<file path="config.mk">
export PLATFORM = sky130hd
export DESIGN_NAME = lfsr_descrambler
export DESIGN_NICKNAME = d
export VERILOG_FILES = /design/src/rtl/lfsr_descr_pkg.sv /design/src/rtl/lfsr_descr_core.sv /design/src/rtl/lfsr_descrambler.sv
export SDC_FILE = /design/constraint.sdc
export NUM_CORES = 1
export LEC_CHECK = 0
export ABC_AREA = 0
export BUFFER_PORTS_ARGS = -buffer_cell sky130_fd_sc_hd__buf_2
export CORE_MARGIN = 2
export CORE_UTILIZATION = 32
export CTS_BUF_LIST = sky130_fd_sc_hd__clkbuf_16
export CTS_CLUSTER_SIZE = 10
export DETAILED_ROUTE_END_ITERATION = 7
export HOLD_SLACK_MARGIN = 0.05
export RECOVER_POWER = 25
export SLEW_MARGIN = 20
export SYNTH_ARGS = -nofsm -noshare
export SYNTH_HDL_FRONTEND = slang
export SYNTH_SLANG_ARGS = --single-unit
</file>
<file path="constraint.sdc">
create_clock -name clock -period 2.3 [get_ports clock]
set_input_delay 0.23 -clock clock [delete_from_list [all_inputs] [get_ports clock]]
set_output_delay 0.23 -clock clock [all_outputs]
set_load 0.02 [all_outputs]
</file>
<file path="src/rtl/lfsr_descr_pkg.sv">
// Shared types and LFSR helpers for the receive-side additive descrambler.
package lfsr_descr_pkg;

    localparam int unsigned       LFSR_W    = 16;
    // Taps 16/14/13/11 map to state bits 15/13/12/10.
    localparam logic [LFSR_W-1:0] LFSR_TAPS = 16'hB400;
    localparam logic [LFSR_W-1:0] DEF_SEED  = 16'h760C;
    localparam logic [LFSR_W-1:0] DEF_IDLE  = 16'h0001;

    typedef enum logic [1:0] {LOAD, RUN, BYPASS} descr_state_t;

    // State after n Fibonacci steps; n is at most LFSR_W for any legal word width.
    function automatic logic [LFSR_W-1:0] lfsr_adv(input logic [LFSR_W-1:0] state,
                                                   input int unsigned       n);
        logic [LFSR_W-1:0] s;
        s = state;
        for (int unsigned i = 0; i < LFSR_W; i++) begin
            if (i < n) begin
                s = {s[LFSR_W-2:0], ^(s & LFSR_TAPS)};
            end
        end
        return s;
    endfunction

endpackage

</file>
<file path="src/rtl/lfsr_descr_core.sv">
// LFSR register for the descrambler: reseed, force-idle, or advance by one word.
module lfsr_descr_core
    import lfsr_descr_pkg::*;
#(
    parameter int unsigned       DATA_W   = 8,
    parameter logic [LFSR_W-1:0] SEED     = DEF_SEED,
    parameter logic [LFSR_W-1:0] IDLE_VAL = DEF_IDLE
) (
    input  logic              clock,
    input  logic              reset,
    input  logic              load_seed,
    input  logic              load_idle,
    input  logic              advance,
    output logic [LFSR_W-1:0] lfsr_state
);

    logic [LFSR_W-1:0] lfsr_q, lfsr_d;

    always_comb begin
        lfsr_d = lfsr_q;
        if (load_seed) begin
            lfsr_d = SEED;
        end else if (load_idle) begin
            lfsr_d = IDLE_VAL;
        end else if (advance) begin
            lfsr_d = lfsr_adv(lfsr_q, DATA_W);
        end
    end

    always_ff @(posedge clock or negedge reset) begin
        if (!reset) begin
            lfsr_q <= SEED;
        end else begin
            lfsr_q <= lfsr_d;
        end
    end

    assign lfsr_state = lfsr_q;

endmodule

</file>
<file path="src/rtl/lfsr_descrambler.sv">
// Additive LFSR descrambler with a single registered output stage.
// Define LFSR_DESCR_WORD_CNT_EN to build the completed-transfer counter on word_cnt.
module lfsr_descrambler
    import lfsr_descr_pkg::*;
#(
    parameter int unsigned       DATA_W   = 8,
    parameter logic [LFSR_W-1:0] SEED     = DEF_SEED,
    parameter logic [LFSR_W-1:0] IDLE_VAL = DEF_IDLE
) (
    input  logic              clock,
    input  logic              reset,
    input  logic              descr_rst_n,
    input  logic              descr_en,
    input  logic [DATA_W-1:0] in_data,
    input  logic              in_valid,
    output logic              in_ready,
    output logic [DATA_W-1:0] out_data,
    output logic              out_valid,
    input  logic              out_ready,
    output logic [LFSR_W-1:0] lfsr_state,
    output logic [15:0]       word_cnt
);

    descr_state_t      state_q, state_d;
    logic              out_valid_q, out_valid_d;
    logic [DATA_W-1:0] out_data_q, out_data_d;
    logic              accept;
    logic              load_seed, load_idle, advance;
    logic [DATA_W-1:0] mask;

    assign mask      = lfsr_state[DATA_W-1:0];
    assign in_ready  = (state_q != LOAD) && (!out_valid_q || out_ready);
    assign accept    = in_valid && in_ready;
    assign load_seed = !descr_rst_n || (state_q == LOAD);
    assign load_idle = (state_q == BYPASS);
    assign advance   = (state_q == RUN) && accept;

    lfsr_descr_core #(
        .DATA_W   (DATA_W),
        .SEED     (SEED),
        .IDLE_VAL (IDLE_VAL)
    ) u_core (
        .clock      (clock),
        .reset      (reset),
        .load_seed  (load_seed),
        .load_idle  (load_idle),
        .advance    (advance),
        .lfsr_state (lfsr_state)
    );

    always_comb begin
        state_d     = state_q;
        out_valid_d = out_valid_q && !out_ready;
        out_data_d  = out_data_q;
        if (!descr_rst_n) begin
            // Reseed drops any held word.
            state_d     = LOAD;
            out_valid_d = 1'b0;
            out_data_d  = '0;
        end else begin
            unique case (state_q)
                LOAD: begin
                    state_d     = descr_en ? RUN : BYPASS;
                    out_valid_d = 1'b0;
                end
                RUN: begin
                    if (accept) begin
                        out_valid_d = 1'b1;
                        out_data_d  = in_data ^ mask;
                    end
                    if (!descr_en) begin
                        state_d = BYPASS;
                    end
                end
                BYPASS: begin
                    if (accept) begin
                        out_valid_d = 1'b1;
                        out_data_d  = in_data;
                    end
                    // Re-enter through LOAD so RUN always starts from SEED.
                    if (descr_en) begin
                        state_d = LOAD;
                    end
                end
                default: begin
                    state_d     = LOAD;
                    out_valid_d = 1'b0;
                end
            endcase
        end
    end

    always_ff @(posedge clock or negedge reset) begin
        if (!reset) begin
            state_q     <= LOAD;
            out_valid_q <= 1'b0;
            out_data_q  <= '0;
        end else begin
            state_q     <= state_d;
            out_valid_q <= out_valid_d;
            out_data_q  <= out_data_d;
        end
    end

    assign out_valid = out_valid_q;
    assign out_data  = out_data_q;

`ifdef LFSR_DESCR_WORD_CNT_EN
    logic [15:0] word_cnt_q, word_cnt_d;

    always_comb begin
        word_cnt_d = word_cnt_q;
        if (!descr_rst_n) begin
            word_cnt_d = '0;
        end else if (out_valid_q && out_ready) begin
            word_cnt_d = word_cnt_q + 16'd1;
        end
    end

    always_ff @(posedge clock or negedge reset) begin
        if (!reset) begin
            word_cnt_q <= '0;
        end else begin
            word_cnt_q <= word_cnt_d;
        end
    end

    assign word_cnt = word_cnt_q;
`else
    assign word_cnt = 16'h0000;
`endif

endmodule

</file>
## Word level (Yosys, flattened, before mapping)

Cells that the tools add are included.

| word-level totals | value |
|---|---|
| register bits | 27 |
| bits in latches | 0 |
| RAM bits | 0 |
| memory bits (read-only) | 0 |
| bits of input ports | 14 |
| output and inout bits | 42 |
| word-level logic and storage cells | 71 |
| memories kept | 0 |

| operators by class | value |
|---|---|
| add/subtract/negate cells | 0 |
| multiply operators | 0 |
| divide/modulo/power cells | 0 |
| magnitude comparators | 0 |
| eq/ne operators | 7 |
| shift operators | 0 |
| mux-type cells | 36 |
| bitwise gates (word level) | 1 |
| reduce and logical (&&, ||, !) cells | 23 |

Operators with widths:

| kind | count |
|---|---|
| two-way mux 16 bit | 24 |
| parity 16 bit | 8 |
| two-way mux 8 bit | 3 |
| one-hot mux 8 bit (2 select lines) | 1 |
| != test 3 bit, second input constant | 4 |
| two-way mux 2 bit | 4 |
| XOR 8 bit | 1 |
| one-hot mux 2 bit (3 select lines) | 1 |
| logical AND 1 bit | 4 |
| zero test 1 bit | 3 |
| two-way mux 1 bit | 3 |
| != test 3 x 1 -> 1 bit, second input constant | 1 |
| AND reduction 3 bit | 1 |
| nonzero test 3 bit | 1 |
| equality test 2 x 1 -> 1 bit, second input constant | 1 |
| equality test 2 bit, second input constant | 1 |
| zero test 2 bit | 1 |
| logical OR 1 bit | 2 |
| AND reduction 2 bit | 1 |
| nonzero test 2 bit | 1 |
| OR reduction 2 bit | 1 |

## Logic depth before layout (Yosys ltp)

| depth | value |
|---|---|
| word-level depth | 36 |
| depth in mapped cells | 8 |
| depth with buffers taken out | 5 |

## Cells and area by module

Synthesis repeated with hierarchy kept, for this count alone.

| second synthesis, totals | value |
|---|---|
| cell total of the unflattened synthesis | 154 |
| area total of the unflattened synthesis | 1,659.1 um^2 |

By module, submodules not included:

| module | instances | cells an instance | area each (um^2) | seq. area each (um^2) |
|---|---|---|---|---|
| lfsr_descr_core | 1 | 66 | 839.6 | 409.1 |
| lfsr_descrambler | 1 | 88 | 819.5 | 275.3 |

## Least setup slack after synthesis

OpenSTA, ideal clock, no wires.

| timing | value |
|---|---|
| kind | register -> register |
| from | register state_q[0] |
| to | register out_data_q[3], in the netlist out_data[3] |
| library setup time | 0.100 ns |
| arrival | 1.527 ns |
| data required time | 2.200 ns |
| path slack | 0.673 ns |
| stages on the path, launching flop included | 8 |
| buffers on the path | 2 |
| clock period less this slack | 1.627 ns |
| cell sequence | dfrtp_1 inv_1 ha_1 or2_1 buf_6 and3_4 buf_6 a311oi_4 |

| on the way | value |
|---|---|
| word-level cells in the longest chain between the ends | 5 |
| elaborated cells between the ends (all ways) | 11 |
| classes of those cells | 5 x eq/ne; 2 x mux; 4 x reduce/logical |

Ends and longest elaborated chain:

| element | line | source |
|---|---|---|
| from (decl) | lfsr_descrambler.sv:24 | `descr_state_t state_q, state_d;` |
| from (signal assigned) | lfsr_descrambler.sv:99 | `state_q <= state_d;` |
| nonzero test 2 bit | lfsr_descrambler.sv:32 | `assign in_ready = (state_q != LOAD) && (!out_valid_q \|\| out_ready);` |
| logical AND 1 bit | lfsr_descrambler.sv:32 |  |
| logical AND 1 bit | lfsr_descrambler.sv:33 | `assign accept = in_valid && in_ready;` |
| != test 3 bit (no source line) | n/a |  |
| AND reduction 3 bit (no source line) | n/a |  |
| to (signal assigned) | lfsr_descrambler.sv:101 | `out_data_q <= out_data_d;` |
| to (decl) | lfsr_descrambler.sv:26 | `logic [DATA_W-1:0] out_data_q, out_data_d;` |

Several ways; a longest one is shown, not always the timed one.
A chain may end at the register's enable or synchronous reset.

## Worst setup path after layout

Same ends and word-level chain as after synthesis.

==> flow_summary.toml <==
[clock_tree]
cts_htree_levels = 1
insertion_delay_ns = 0.27
cts_tree = "built"
cts_resized = 0
cts_buffers = 3
clock-sinks = 27
cts.clk_slew.worst_paths_ns = 0.07
cts_setup_buffers = 0
clock_path_buffers = 2
hold_buffers = 1
cts_root_buffer = "clkbuf_16"

[placed_design]
dpl_cell_area_mm2 = 0.00197
place_hpwl_mm = 3.17
port_buffers = 39
place_congestion = 0.805

[detailed_routing]
via_count = 1372
wl_per_cell_um = 14.8
ant_nets = 0
wl_mm = 4.21
viasPerCell = 4.81
drtPass1Iterations = 4
drt_iter0_drc = 70
drc_errors = 0

[power_and_ir_drop]
p_per_area_mw_per_mm2 = 556
power.leakage_nw = 0.900
power_mw = 1.15
vdd_drop_max_mv = 0.272

[finish]
syn_to_final_growth_pct = 17.2
antenna_cells = 0
drive_above_1_share = 0.329
final_util = 0.382
fin_area_mm2 = 0.00206
final_nets = 231
fillers = 563

[yosys]
yosysWarnings = 0
yosys.cell_types.count = 36
ys_ff_latch = 27
synth_area_leaders = "dfrtp_1 (28%), xnor2_1 (12%), dfstp_2 (10%)"
synth_top_cell_area_share = 0.284
synth_top_area_cell = "dfrtp_1"
syn_area_per_cell_um2 = 10.2
syn_area_mm2 = 0.00176
synthCells = 173
synth-seq-area-share = 0.388

[outcome]
outcome = "completed"

[min_path]
min-delay-path-class = "input pin to register"

[grt]
grt_pass1_wl_mm = 6.92
grt_overflow = 0
grt_pass1_vias = 1394
grt_max_degree = 28
gr-usage-all-layers = 0.142
grt_antenna_before_repair = 0

[worst_setup_path]
slowest_delay_ns = 0.40
cp.depth = 5
cp.arrival_ns = 1.90
start_kind = "register"
critPathKind = "register to register"
crit_buf_inv = 1
r2r_start = "state_q[0]"
startpoint = "state_q[0]"
crit_chain = "inv_1 > ha_1 > or2_1 > and3_4 > a311oi_4"
r2r_cells = 5
cp_data_required_time_ns = 2.44
r2r-end = "out_data[3]"
cp-end-kind = "register"
r2r_slack_ns = 0.54
cpLargestDelayFamily = "simple AND/OR/NAND/NOR gates"
slowest_stage = "dfrtp_1"
crit_fanout = 9
cp-endpoint = "out_data[3]"

[sta]
tns_ns = 0
skew_ns = 0.00693
hold_viol = 0
max_freq_mhz = 568
fin_crit_sh = 0.765
finalSetupViolations = 0
fin_crit_ns = 1.76
drv_slew = 0
hold-worst-slack_ns = 0.228
slew_headroom = 0.0102
rsz0062_at_grt = "no"
tightest_slew_ns = 1.48

[job]
cap_violations = 0

[die]
die_h_um = 78.2
rows = 27
start_util = 0.326
coreArea_mm2 = 0.00541
die_w_um = 78.2
die_area_mm2 = 0.00611
io_pins = 56
[synthesized netlist by cell type]
cell type / instances
a211oi_1: 5
a211oi_2: 7
a21oi_1: 5
a311oi_4: 1
a31oi_1: 13
a32oi_1: 1
and2b_1: 2
and3_4: 1
buf_2: 2
buf_4: 17
buf_6: 3
clkbuf_1: 5
clkinv_1: 1
conb_1: 1
dfrtp_1: 20
dfstp_2: 7
ha_1: 3
inv_1: 9
mux2_2: 1
nand2_1: 3
nand2b_1: 3
nand4_1: 9
nor2_1: 3
nor2b_1: 8
nor3_1: 1
o211ai_1: 1
o21ai_0: 1
o21bai_1: 1
o221a_2: 1
o221ai_1: 1
o311ai_0: 5
o31ai_1: 4
or2_1: 1
or2_2: 2
xnor2_1: 24
xor2_1: 1
[layer usage]
metal  up-vias  global-route usage  part of all wire
li1        673                   -                 -
met1       653               0.200              0.48
met2        44               0.228              0.47
met3         2              0.0322             0.053
met4         0              0.0211            0.0033
met5         -                   0                 0
[sequential cells by signal (all words and copies together), names as in the netlist]
signal	cells
out_valid	1
out_data	8
u_core.lfsr_state	16
state_q	2
[kinds of logic (layout without fill, tap and decap cells)]
| family | count (synthesis) | in the layout | synth area share |
|---|---|---|---|
| buf+inv | 37 | 62 | 0.129 |
| simple gates | 33 | 33 | 0.112 |
| xor+xnor | 25 | 25 | 0.124 |
| fa+ha+maj | 3 | 3 | 0.0213 |
| other cells | 1 | 16 | 0.00213 |
| compound gates | 46 | 46 | 0.216 |
| mux | 1 | 1 | 0.00639 |
| flops | 27 | 27 | 0.388 |
[worst min-delay path, cell delays in order]
cell and delay [ns]:
buf_2 0.12, nand2_1 0.06, a21oi_1 0.04
[how the worst min path moves through the flow]
| stage | from | end | slack (ns) | depth (start not counted) |
|---|---|---|---|---|
| 2_1_floorplan | reset | out_data[0] | -0.07 | 0 |
| 3_3_place_gp | reset | out_data[7] | 0.27 | 1 |
| 3_5_place_dp | reset | out_data[7] | 0.28 | 1 |
| 4_1_cts | descr_rst_n | out_valid | 0.22 | 3 |
| 5_1_grt | descr_rst_n | out_valid | 0.24 | 3 |
| 6_report | descr_rst_n | out_valid | 0.23 | 3 |
[power by group]
part / internal, mW / switching [mW] / total (mW)
Combinational: 0.0772 / 0.156 / 0.233
Sequential: 0.491 / 0.0112 / 0.502
Clock: 0.237 / 0.177 / 0.414
Total: 0.805 / 0.344 / 1.15
[final cells by class]
class	count	area [um^2]	area share
multi-input combinational	124	906	0.439
sequential	27	684	0.332
timing repair buffer	48	264	0.128
tap	72	90.1	0.0436
clock buffer	3	75.1	0.0364
inverter	10	37.5	0.0182
clock inverter	1	7.51	0.00364
[cells in the final DEF, fill, tap and decap left out, drive strengths merged, types with 2 or more instances in the layout]
| cell | Yosys | final |
|---|---|---|
| xnor2 | 24 | 24 |
| nand2b | 3 | 3 |
| nand4 | 9 | 9 |
| nor2b | 8 | 8 |
| clkbuf | 5 | 4 |
| o311ai | 5 | 5 |
| dfstp | 7 | 7 |
| a21oi | 5 | 5 |
| inv | 9 | 9 |
| or2 | 3 | 3 |
| nand2 | 3 | 3 |
| dfrtp | 20 | 20 |
| ha | 3 | 3 |
| o31ai | 4 | 4 |
| a31oi | 13 | 13 |
| a211oi | 12 | 12 |
| and2b | 2 | 2 |
| conb | 1 | 16 |
| nor2 | 3 | 3 |
| buf | 22 | 46 |
[metrics by stage]
stage | std cells | setup WS, ns
after floorplan | 188 | 0.673
after global placement | 280 | 0.587
after detailed placement | 280 | 0.542
after CTS | 285 | 0.540
after global routing | 285 | 0.245
final | 285 | 0.540
Power figures use the tool's default switching activity.
